### src/rtl/boreal_tvns_multichan_stim.sv
// boreal_tvns_multichan_stim
//   N-channel charge-balanced biphasic tVNS burst engine. Each channel runs an
//   independent burst FSM (cathodic phase, interphase gap, anodic phase, rest),
//   a leaky-bucket duty interlock and a post-burst refractory lockout. The
//   cardiac T-wave inhibit, AD-Guard intensity clamp and abort are shared.
//
// Ports
//   clk              system clock
//   rst_n            asynchronous active-low reset
//   trig[N_CH]       per-channel burst request, level, sampled every clk
//   intensity[8*N]   per-channel phase width in us, channel k = [8k+7:8k]
//   t_wave_inhibit   cardiac vulnerable-window flag, sampled at slot start
//   ad_guard_active  clamps the latched width to AD_MAX_INT
//   abort            global stop request
//   stim_cath[N]     cathodic phase drive (registered)
//   stim_anod[N]     anodic phase drive (registered)
//   burst_busy[N]    channel not idle, refractory included (registered)
//   safety_active[N] bucket at or above BUDGET_CYC (decoded from bucket register)
//   trig_drop[N]     trig seen and not accepted (registered, one cycle per trig cycle)
//   pulse_skip[N]    slot suppressed by t_wave_inhibit (registered strobe)
module boreal_tvns_multichan_stim #(
    parameter int N_CH         = 2,
    parameter int CYC_PER_US   = 100,
    parameter int PERIOD_CYC   = 4_000_000,
    parameter int BURST_PULSES = 15,
    parameter int IPG_CYC      = 1_000,
    parameter int BUDGET_CYC   = 100_000_000,
    parameter int REFRACT_CYC  = 1_000_000,
    parameter int AD_MAX_INT   = 64,
    // Ceiling on the accepted width outside AD-Guard mode; 255 is the full
    // 8-bit range. The period check below is made against this ceiling.
    parameter int INT_MAX      = 255
) (
    input  logic              clk,
    input  logic              rst_n,
    input  logic [N_CH-1:0]   trig,
    input  logic [8*N_CH-1:0] intensity,
    input  logic              t_wave_inhibit,
    input  logic              ad_guard_active,
    input  logic              abort,
    output logic [N_CH-1:0]   stim_cath,
    output logic [N_CH-1:0]   stim_anod,
    output logic [N_CH-1:0]   burst_busy,
    output logic [N_CH-1:0]   safety_active,
    output logic [N_CH-1:0]   trig_drop,
    output logic [N_CH-1:0]   pulse_skip
);

    typedef enum logic [2:0] {
        ST_IDLE = 3'd0,
        ST_CATH = 3'd1,
        ST_GAP  = 3'd2,
        ST_ANOD = 3'd3,
        ST_REST = 3'd4,
        ST_COOL = 3'd5
    } state_t;

    localparam int SLOT_W = (BURST_PULSES > 1) ? $clog2(BURST_PULSES) : 1;
    localparam logic [SLOT_W-1:0] LAST_SLOT = SLOT_W'(BURST_PULSES - 1);
    localparam logic [31:0] PERIOD_L  = 32'(PERIOD_CYC);
    localparam logic [31:0] IPG_L     = 32'(IPG_CYC);
    localparam logic [31:0] BUDGET_L  = 32'(BUDGET_CYC);
    localparam logic [31:0] REFRACT_L = 32'(REFRACT_CYC);
    localparam logic [31:0] CPU_L     = 32'(CYC_PER_US);
    localparam logic [7:0]  AD_CEIL   = 8'(AD_MAX_INT);
    localparam logic [7:0]  INT_CEIL  = 8'(INT_MAX);

    // The widest biphasic pulse must leave at least one REST cycle per slot,
    // otherwise slot starts would drift and charge balance could be cut short.
    if ((2 * INT_MAX * CYC_PER_US + IPG_CYC >= PERIOD_CYC) || (IPG_CYC < 1) ||
        (REFRACT_CYC < 1) || (CYC_PER_US < 1)) begin : g_bad_timing
        $error("boreal_tvns_multichan_stim: pulse timing does not fit the period");
    end

    for (genvar k = 0; k < N_CH; k++) begin : g_ch
        state_t            state_r, state_nx;
        logic [31:0]       cnt_r, cnt_nx;
        logic [31:0]       bucket_r, bucket_nx;
        logic [SLOT_W-1:0] slot_r, slot_nx;
        logic [7:0]        w_r, w_nx, w_in_s, ceil_s;
        logic              stop_r, stop_nx;
        logic              drop_nx, skip_nx;
        logic              cath_r, anod_r, busy_r, drop_r, skip_r;
        logic              safety_s, stop_s;
        logic [31:0]       hw_s, cath_last_s, gap_last_s, anod_last_s;

        assign ceil_s      = ad_guard_active ? AD_CEIL : INT_CEIL;
        assign w_in_s      = (intensity[8*k +: 8] > ceil_s) ? ceil_s : intensity[8*k +: 8];
        assign safety_s    = (bucket_r >= BUDGET_L);
        assign stop_s      = abort | safety_s;
        // cnt_r counts from 0 at each slot start, so phase boundaries are
        // fixed offsets into the slot.
        assign hw_s        = 32'(w_r) * CPU_L;
        assign cath_last_s = hw_s - 32'd1;
        assign gap_last_s  = hw_s + IPG_L - 32'd1;
        assign anod_last_s = hw_s + hw_s + IPG_L - 32'd1;

        // Burst FSM next-state, slot bookkeeping and drop/skip strobes.
        always_comb begin
            state_nx = state_r;
            cnt_nx   = cnt_r;
            slot_nx  = slot_r;
            w_nx     = w_r;
            stop_nx  = stop_r;
            drop_nx  = 1'b0;
            skip_nx  = 1'b0;
            case (state_r)
                ST_IDLE: begin
                    if (trig[k]) begin
                        if (!safety_s && !abort && (w_in_s != 8'd0)) begin
                            w_nx    = w_in_s;
                            slot_nx = '0;
                            cnt_nx  = 32'd0;
                            stop_nx = 1'b0;
                            if (t_wave_inhibit) begin
                                state_nx = ST_REST;
                                skip_nx  = 1'b1;
                            end else begin
                                state_nx = ST_CATH;
                            end
                        end else begin
                            drop_nx = 1'b1;
                        end
                    end else begin
                        state_nx = ST_IDLE;
                    end
                end
                ST_CATH: begin
                    drop_nx = trig[k];
                    cnt_nx  = cnt_r + 32'd1;
                    stop_nx = stop_r | stop_s;
                    if (cnt_r == cath_last_s) begin
                        state_nx = ST_GAP;
                    end else begin
                        state_nx = ST_CATH;
                    end
                end
                ST_GAP: begin
                    drop_nx = trig[k];
                    cnt_nx  = cnt_r + 32'd1;
                    stop_nx = stop_r | stop_s;
                    if (cnt_r == gap_last_s) begin
                        state_nx = ST_ANOD;
                    end else begin
                        state_nx = ST_GAP;
                    end
                end
                ST_ANOD: begin
                    // A started pulse always finishes its anodic phase; a stop
                    // seen anywhere in the pulse takes effect afterwards.
                    drop_nx = trig[k];
                    stop_nx = stop_r | stop_s;
                    if ((cnt_r == anod_last_s) && (stop_r || stop_s)) begin
                        state_nx = ST_COOL;
                        cnt_nx   = 32'd0;
                    end else if (cnt_r == anod_last_s) begin
                        state_nx = ST_REST;
                        cnt_nx   = cnt_r + 32'd1;
                    end else begin
                        state_nx = ST_ANOD;
                        cnt_nx   = cnt_r + 32'd1;
                    end
                end
                ST_REST: begin
                    drop_nx = trig[k];
                    if (stop_s) begin
                        state_nx = ST_COOL;
                        cnt_nx   = 32'd0;
                    end else if (cnt_r == PERIOD_L - 32'd1) begin
                        cnt_nx = 32'd0;
                        if (slot_r == LAST_SLOT) begin
                            state_nx = ST_COOL;
                        end else begin
                            slot_nx = slot_r + SLOT_W'(1);
                            if (t_wave_inhibit) begin
                                state_nx = ST_REST;
                                skip_nx  = 1'b1;
                            end else begin
                                state_nx = ST_CATH;
                            end
                        end
                    end else begin
                        cnt_nx = cnt_r + 32'd1;
                    end
                end
                ST_COOL: begin
                    drop_nx = trig[k];
                    if (cnt_r == REFRACT_L - 32'd1) begin
                        state_nx = ST_IDLE;
                        cnt_nx   = 32'd0;
                    end else begin
                        cnt_nx = cnt_r + 32'd1;
                    end
                end
                default: begin
                    state_nx = ST_IDLE;
                    cnt_nx   = 32'd0;
                end
            endcase
        end

        // Leaky bucket: charges while either phase drives, drains otherwise.
        always_comb begin
            bucket_nx = bucket_r;
            if (cath_r || anod_r) begin
                bucket_nx = (bucket_r == 32'hFFFF_FFFF) ? bucket_r : bucket_r + 32'd1;
            end else begin
                bucket_nx = (bucket_r == 32'd0) ? 32'd0 : bucket_r - 32'd1;
            end
        end

        // State, counters and registered outputs; reset drops drive at once.
        always_ff @(posedge clk or negedge rst_n) begin
            if (!rst_n) begin
                state_r  <= ST_IDLE;
                cnt_r    <= 32'd0;
                bucket_r <= 32'd0;
                slot_r   <= '0;
                w_r      <= 8'd0;
                stop_r   <= 1'b0;
                cath_r   <= 1'b0;
                anod_r   <= 1'b0;
                busy_r   <= 1'b0;
                drop_r   <= 1'b0;
                skip_r   <= 1'b0;
            end else begin
                state_r  <= state_nx;
                cnt_r    <= cnt_nx;
                bucket_r <= bucket_nx;
                slot_r   <= slot_nx;
                w_r      <= w_nx;
                stop_r   <= stop_nx;
                cath_r   <= (state_nx == ST_CATH);
                anod_r   <= (state_nx == ST_ANOD);
                busy_r   <= (state_nx != ST_IDLE);
                drop_r   <= drop_nx;
                skip_r   <= skip_nx;
            end
        end

        assign stim_cath[k]     = cath_r;
        assign stim_anod[k]     = anod_r;
        assign burst_busy[k]    = busy_r;
        assign safety_active[k] = safety_s;
        assign trig_drop[k]     = drop_r;
        assign pulse_skip[k]    = skip_r;
    end

endmodule

### config.mk
export PLATFORM = sky130hd
export DESIGN_NAME = boreal_tvns_multichan_stim
export DESIGN_NICKNAME = d
export VERILOG_FILES = /design/src/rtl/boreal_tvns_multichan_stim.sv
export SDC_FILE = /design/constraint.sdc
export NUM_CORES = 1
export LEC_CHECK = 0
export CORE_MARGIN = 2
export CORE_UTILIZATION = 69
export CTS_CLUSTER_DIAMETER = 100
export DETAILED_ROUTE_END_ITERATION = 8
export PLACE_DENSITY = 0.87
export SLEW_MARGIN = 20
export SYNTH_ARGS = -nofsm -noshare
export SYNTH_HDL_FRONTEND = slang
export SYNTH_SLANG_ARGS = --single-unit
### constraint.sdc
create_clock -name clk -period 7.78 [get_ports clk]
set_input_delay 1.556 -clock clk [delete_from_list [all_inputs] [get_ports clk]]
set_output_delay 1.556 -clock clk [all_outputs]
set_load 0.01 [all_outputs]
After elaboration in Yosys (flattened, before gate mapping)
Index checks and enable logic that the tools add are counted.
- register bits after elaboration: 170
- latch bits: 0
- bits in writable memories: 0
- ROM bits: 0
- bits of input ports: 23
- logic and storage cells: 214
- memories kept: 0
- add/sub/neg operators: 20
- multipliers: 2
- div/mod/pow operators: 0
- $lt $le $gt $ge: 4
- equal/unequal tests: 40
- shifts and indexed selects: 0
- muxes and demuxes: 83
- bitwise operators: 4
- reduce and logical (&&, ||, !) cells: 39
- operator list (kind ; count):
    $mux 32 ; 18
    $pmux 32 s5 ; 2
    $eq 32x32->1 ; 6
    $add 32x1->32 const B ; 4
    $eq 32x20->1 const B ; 2
    $eq 32x22->1 const B ; 2
    $eq 32x32->1 const B ; 2
    $ge 32x27->1 const B ; 2
    $logic_not 32->1 ; 2
    $sub 32x1->32 const B ; 2
    $mux 3 ; 17
    $mux 4 ; 10
    $pmux 3 s6 ; 2
    $sub 17x1->18 const B ; 2
    $add 16x10->17 const B ; 2
    $sub 16x1->17 const B ; 2
    $add 15x10->16 const B ; 2
    $add 15x15->16 ; 2
    $sub 15x1->16 const B ; 2
    $mul 8x5->13 const B ; 2
    $mux 8 ; 3
    $ne 2x2->1 const B ; 12
    $mux 1 ; 21
    $eq 3x2->1 const B ; 6
    22 further kinds ; 65

Logic depth before layout (Yosys ltp)
- word-level depth: 9
- gate-level depth with buffers: 19
- gate-level depth less buffers: 16

Worst setup path after synthesis
No wires, ideal clock.
- path kind: register -> register
- start: register g_ch[1].w_r[2]
- end: register g_ch[1].busy_r
- data arrival time: 4.671 ns
- required time: 7.641 ns
- setup slack: 2.970 ns
- stages on the path, launching flop included: 17
- path buffers: 0
- clock period less this slack: 4.810 ns
- cell sequence: dfrtp_1 inv_1 ha_1 ha_1 ha_1 inv_1 fa_1 nor2b_1 and3_1 nand2_2 a2111oi_4 nand2_1 or4_4 a2111oi_4 o221a_2 nand3_2 or4_1
- cells in the longest elaborated chain, start to end: 9
- elaborated cells between the ends (all ways): 17
- classes of those cells: 6 x add/sub; 1 x mul; 3 x eq/ne; 5 x mux; 2 x reduce/logical
- RTL lines (item ; RTL line ; text):
    start, declared ; 80 ; logic [7:0] w_r, w_nx, w_in_s, ceil_s;
    start signal, assigned ; 231 ; w_r <= w_nx;
    $mul 8x5->13 (*) ; 93 ; assign hw_s = 32'(w_r) * CPU_L;
    $add 15x15->16 ; 96 ; assign anod_last_s = hw_s + hw_s + IPG_L - 32'd1;
    $add 16x10->17 ; 96 ;
    $sub 17x1->18 ; 96 ;
    $eq 32x32->1 ; 153, 156 ;
    $mux 3 or $logic_and 1x1->1 (tied branches) ; 156, 153 ;
    $mux 3 ; 153 ; if ((cnt_r == anod_last_s) && (stop_r || stop_s)) begin
    $pmux 3 s6 (*) ; 107 ; case (state_r)
    named net g_ch[1].state_nx[0] ; 76 ; state_t state_r, state_nx;
    $reduce_bool 3->1 (*) ; 235 ; busy_r <= (state_nx != ST_IDLE);
    end signal, assigned ; 235 ;
    end, declared ; 83 ; logic cath_r, anod_r, busy_r, drop_r, skip_r;
The timed path passes the listed nets; every way through them passes the cells marked *.
A chain may end at the register's enable or synchronous reset.

Final worst setup path
- start: input ad_guard_active
- end: register g_ch[1].busy_r
- cells in the longest elaborated chain, start to end: 9
- RTL lines (item ; RTL line ; text):
    start, declared ; 39 ; input logic ad_guard_active,
    $mux 8 (*) ; 87 ; assign ceil_s = ad_guard_active ? AD_CEIL : INT_CEIL;
    $gt 8x8->1 ; 88 ; assign w_in_s = (intensity[8*k +: 8] > ceil_s) ? ceil_s : intensity[8*k +: 8];
    $mux 8 (*) ; 88 ;
    $reduce_bool 8->1 (*) ; 110 ; if (!safety_s && !abort && (w_in_s != 8'd0)) begin
    $logic_and 1x1->1 (*) ; 110 ;
    $mux 3 (*) ; 110 ;
    $mux 3 (*) ; 109 ; if (trig[k]) begin
    $pmux 3 s6 (*) ; 107 ;
    named net g_ch[1].state_nx[0] ; 76 ;
    $reduce_bool 3->1 (*) ; 235 ;
Marks and branches as above.

==> results.txt <==
Status = completed
Sequential Power Share = 49.0%
Max-slew violations = 0
Power Density = 117 mW/mm^2
RSZ-0062 raised after global routing = no
Max Cap Viol = 0
Worst vdd ir = 0.125 mV
Placed cell area = 0.0149 sq mm
Initial antenna violation count = 0
Drt first pass iters = 6
Switching share of total power = 24.5%
P&R area growth vs syn = 6.20%
Routed vias = 13700
Non-filler cells, final = 2074
Post-synth top area share = 29.2%
Routed WL per cell = 16.9 um
Total CTS buffers = 17
Antenna-violating nets left = 0
Fill count = 1573
Placed Cells = 2042
Synth area leaders = dfrtp_1, ha_1, xnor2_1
Min Hold Slack = 0.526 ns
Crit path time final = 5.80 ns
Final Cell Area = 0.0154 sq mm
Least-Margin Pin Slew = 0.971 ns
P_leak = 6.92 nW
Final setup violation count = 0
CP arrival = 6.12 ns
Count leader, synth = nor2_1
Synth area leader = dfrtp_1
Req. time, crit path = 8.10 ns
CTS H-tree lvls = 4
IO buf count = 34
Die X = 149 um
Fin crit share = 74.6%
Clock power frac = 47.5%
Post-synth ARST share = 100%
Worst Path Max Fanout = 20
Layout cells sized above 1 = 4.39%
GPL Wtd Cong = 0.905
Number of synthesized flops with an enable pin = 0
Relative max-transition margin = 34.8%
Clock Pin Slew Worst Setup and Hold Paths = 0.07 ns
Dpl ws = 1.56 ns
Setup Skew = 0.0117 ns
CTS tree = done
Root buf cell = clkbuf_16
Row count = 53
Clk buf depth = 2
Post-CTS Hold Fix Bufs = 0
Final wirelength = 35100 um
Total GRT Usage = 31.8%
Clk sinks = 170
Clock Latency Late Sink = 0.44 ns
Synthesized area = 0.0145 sq mm
DRT iter0 DRCs = 1044
Setup_tns = 0 ns
Post-Syn Instances = 1830
Min-Delay Path Class = flip-flop to flip-flop
Layout net count = 1906
DR vias/cell = 6.59
Final Hold Vio Count = 0
Final setup margin = 1.98 ns
Int Power = 1.36 mW
Vias in the first global route = 12600
Grt ovf = 0
# diodes = 0
Sequential share of the synthesized area = 29.2%
Ports = 35
CP Class = primary input to flip-flop
CTS resizes = 0
Crit start category = primary input
Synth cell count leaders = nor2_1, nand2_1, dfrtp_1
Seq. cell area = 0.00425 sq mm
Post-CTS setup buffers = 0
Fmax achieved = 0.172 GHz
Die height = 149 um
Netlist cell types = 84
#FFs+latches synth = 170
Die ar. = 0.0223 sq mm
CP Capture Type = flip-flop
Yosys warns = 0
Combinational share of power = 3.5%
Remaining routing DRC violations = 0
Pin count of the biggest net entering global routing = 92
Core footprint = 0.0208 sq mm
Multi-input logic area = 0.00962 sq mm
HPWL Detailed = 25400 um
Mean Syn Cell Area = 7.95 sq um
Ys flop type = dfrtp_1
First-pass GRT wire length = 59200 um
Starting Density = 69.9%
Net Switching = 0.442 mW
Syn Nets = 1950
## layout make-up
type                       count  share of cell area [%]
multi-input combinational   1492                    62.3
sequential                   170                    27.5
clock buffer                  18                    2.78
timing repair buffer          43                    2.67
tap                          275                    2.23
inverter                      62                    1.51
clock inverter                14                   0.988
## layer usage
layer | wire, um | global-route usage [%] | up-vias | part of all wire (%)
li1 | - | - | 6568 | -
met1 | 15300 | 42.8 | 6508 | 44
met2 | 17100 | 53.8 | 527 | 49
met3 | 2100 | 4.19 | 67 | 6.0
met4 | 640 | 9.10 | 0 | 1.8
met5 | 0 | 0 | - | 0
## state kept, by name, summed over array words and instances (netlist names)
register	cells
g_ch.bucket_r	64
g_ch.anod_r	2
g_ch.cnt_r	64
g_ch.cath_r	2
g_ch.busy_r	2
g_ch.slot_r	8
g_ch.stop_r	2
g_ch.drop_r	2
g_ch.w_r	16
g_ch.state_r	6
g_ch.skip_r	2
## metrics by stage
stage          power, mW  util [%]
2_1_floorplan      0.924         -
3_3_place_gp       0.963      71.3
3_5_place_dp       0.966      71.3
4_1_cts             1.81      74.1
5_1_grt             1.86      74.2
6_report            1.80      74.2
## critical path, cell delays in order
cell and delay [ns]:
clkdlybuf4s50_1 0.82, ha_1 0.35, nor2b_1 0.14, o21a_1 0.16
o21a_1 0.16, o31ai_1 0.76, nand4b_1 0.50, nand4_1 0.76
o221a_2 0.31, nand3_2 0.09, or4_1 0.50
## logic make-up (layout without fill, tap and decap cells)
kind of cell	after synthesis	count (layout)	share of synthesized area (%)
and+or+nand+nor	827	827	28.5
buffers and inverters	168	137	4.77
AOI/OAI and AO/OA	405	405	18.1
xor gates and xnor gates	153	153	9.93
DFF	170	170	29.2
muxes	10	10	0.723
adders and majority gates	97	97	8.65
## path summary, 6_finish.rpt
path	slack, ns	end	start	cells past startpoint
min in group asynchronous	1.16	g_ch[0].bucket_r[28]$_DFFE_PN0P_	rst_n	1
worst max register to register	2.27	g_ch[0].cnt_r[29]$_DFFE_PN0P_	g_ch[0].w_r[2]$_DFFE_PN0P_	17
max in group asynchronous	5.38	g_ch[1].cnt_r[13]$_DFFE_PN0P_	rst_n	2
worst min-delay path	0.53	g_ch[1].cnt_r[0]$_DFFE_PN0P_	g_ch[1].cnt_r[0]$_DFFE_PN0P_	1
worst min register to register	0.53	g_ch[1].cnt_r[0]$_DFFE_PN0P_	g_ch[1].cnt_r[0]$_DFFE_PN0P_	1
worst max-delay path	1.98	g_ch[1].busy_r$_DFF_PN0_	ad_guard_active	11
## cells in the final DEF (no fill, tap or decap), types with 12 or more instances in the layout
cell / count
nor2_1: 201
nand2_1: 178
dfrtp_1: 170
a21oi_1: 112
nand3_1: 105
ha_1: 91
xnor2_1: 90
o21ai_0: 85
nor3_1: 68
inv_1: 62
xor2_1: 55
nand4_1: 49
or3_1: 39
a31oi_1: 37
nor4_1: 37
clkdlybuf4s50_1: 33
and3_1: 32
or4_1: 19
clkbuf_16: 17
a211oi_1: 16
o31ai_1: 16
nor2b_1: 13
o211ai_1: 12
a21o_1: 12
a22o_1: 12
## power groups by stage
stage / Clock [mW] / Combinational, mW / Sequential, mW
3_5_place_dp: 0 / 0.0645 / 0.901
6_report: 0.857 / 0.0637 / 0.884
4_1_cts: 0.861 / 0.0645 / 0.884
5_1_grt: 0.901 / 0.0721 / 0.884
2_1_floorplan: 0 / 0.0230 / 0.901
3_3_place_gp: 0 / 0.0618 / 0.901
Power figures use the tool's default switching activity.
==> patch, RTL diff (same settings) <==
Make the reset (`rst_n`) synchronous in one clocked block. Comments in the files are not updated.
--- a/src/rtl/boreal_tvns_multichan_stim.sv
+++ b/src/rtl/boreal_tvns_multichan_stim.sv
@@ -212,3 +212,3 @@
         // State, counters and registered outputs; reset drops drive at once.
-        always_ff @(posedge clk or negedge rst_n) begin
+        always_ff @(posedge clk) begin
             if (!rst_n) begin
Check against the original RTL: differs if rst_n is asserted again (counterexample within 4 cycles, from zero or initial values and one cycle with rst_n low); with rst_n held inactive, the same outputs for 4 cycles.
==> patch against the original RTL <==
Hold slack got worse by 0.026 ns. Worst setup slack better by 0.11 ns. Routed wire length is 4.3% higher. Final area decreased by 2.9%. Sequential cell count is the same. Cell count rose by 1.6%. Area after synthesis decreased by 2.4%. Highest routed layer unchanged.
Power is left out: it rests on default switching activity, and per cell area and clock period it moved more than threefold.
==> patch: results (changes against the original RTL) <==
Syn. warnings 0 (unchanged); # Post-CTS Setup Buffers 0 (unchanged); initial DRC count 1380 (was 1044); TritonCTS buffer count 17 (unchanged); status finished, final reports clean (unchanged); CP max stage delay 0.65 ns (was 0.82 ns); slew at the pin closest to its max-slew limit 0.968 ns (was 0.971 ns); clk slew on worst S/H paths 0.07 ns (about the same); Synth Flop Type dfxtp_1 (was dfrtp_1); H-tree depth 4 (unchanged); FFs w/ async S/R, synth 0% (was 100%); Via density 6.71 (was 6.59); Area contributors post-synth dfxtp_1, ha_1, nor2_1 (was dfrtp_1, ha_1, xnor2_1); Clock Skew 0.0138 ns (was 0.0117 ns); vias in the first global route 12900 (was 12600); # nets final 1943 (was 1906); Antenna Cells 0 (unchanged); clk_lat worst skew ~0.45 ns; drt pass-1 iters 6 (unchanged); Root Buffer clkbuf_16 (unchanged); slowest CP cell nand2_1 (was clkdlybuf4s50_1); initial antenna violation count 0 (unchanged); first-pass GRT wire length 60900 um (was 59200 um); Hold Startpoint g_ch[1].cnt_r[1] (was g_ch[1].cnt_r[0]); Final Wtd Congestion 0.949 (was 0.905); Post-Syn Nets 1994 (was 1950); Hold WC Path Type reg2reg (unchanged); CTS resizes 0 (unchanged); share of post-route cells with drive strength above 1 4.57% (was 4.39%); pre-CTS setup slack 2.12 ns (was 1.56 ns); Longest Clk Path Bufs 2 (unchanged); synth cell count leaders nor2_1, dfxtp_1, nand2_1, a21oi_1, nand3_1 (was nor2_1, nand2_1, dfrtp_1, a21oi_1, nand3_1); Worst Path Max Fanout 24 (was 20); MaxCap Viol Count 0 (unchanged); detailed-placement wirelength estimate 26300 um (was 25400 um); gr usage total 33.2% (was 31.8%); pin count of the biggest net entering global routing 52 (was 92); DR WL/cell 17.4 um (was 16.9 um); critical path startpoint g_ch[0].w_r[2] (was ad_guard_active); Arr. time, crit path 5.98 ns (was 6.12 ns); post-synthesis sequential area ratio 24.0% (was 29.2%); Synth cell types 103 (was 84)
-- patch: changes by cell type after synthesis, moves of 14 or more --
cell / delta
xor2_1: +17
a211oi_1: +14
nand2_1: -33
dfrtp_1: -170
dfxtp_1: +170
a21oi_1: +22
o21ai_0: -23
-- patch: path summary, 6_finish.rpt --
check | endpoint | slack (ns) | cells after the start
worst min register to register | g_ch[1].cnt_r[1] | 0.50 | 2
worst min-delay path | g_ch[1].cnt_r[1] | 0.50 | 2
worst max register to register | g_ch[0].cnt_r[4] | 2.09 | 15
worst max-delay path | g_ch[0].cnt_r[4] | 2.09 | 15
-- patch: layout make-up --
class / instances / area [um2]
multi-input cells: 1528 / 10000
fillers: 1559 / 5230
flip-flops and latches: 170 / 3400
clock buffers: 17 / 425
repair buffers: 41 / 393
well taps: 270 / 338
inverters: 66 / 248
clock inverters: 15 / 156
-- patch: stage by stage --
step / std cells / area, um2
2_1_floorplan: 1875 / 14200
3_3_place_gp: 2075 / 14400
3_5_place_dp: 2075 / 14400
4_1_cts: 2107 / 15000
5_1_grt: 2107 / 15000
6_report: 2107 / 15000
-- patch: cells by family (layout without fill, tap and decap cells) --
logic type / Yosys count / after routing / synth area share [%]
mux: 8 / 8 / 0.582
simple gates: 824 / 824 / 30.2
fa+ha+maj: 96 / 96 / 8.78
xor+xnor: 156 / 156 / 10.2
buf+inv: 177 / 139 / 5.44
compound gates: 444 / 444 / 20.8
flops: 170 / 170 / 24.0
-- patch: layer usage --
metal	vias to the layer above	GRT usage (%)	wire, um	share of wire [%]
li1	6793	-	-	-
met1	6601	43.2	15600	43
met2	646	56.1	17500	48
met3	100	4.81	2650	7.2
met4	0	12.3	932	2.5
met5	-	0	0	0
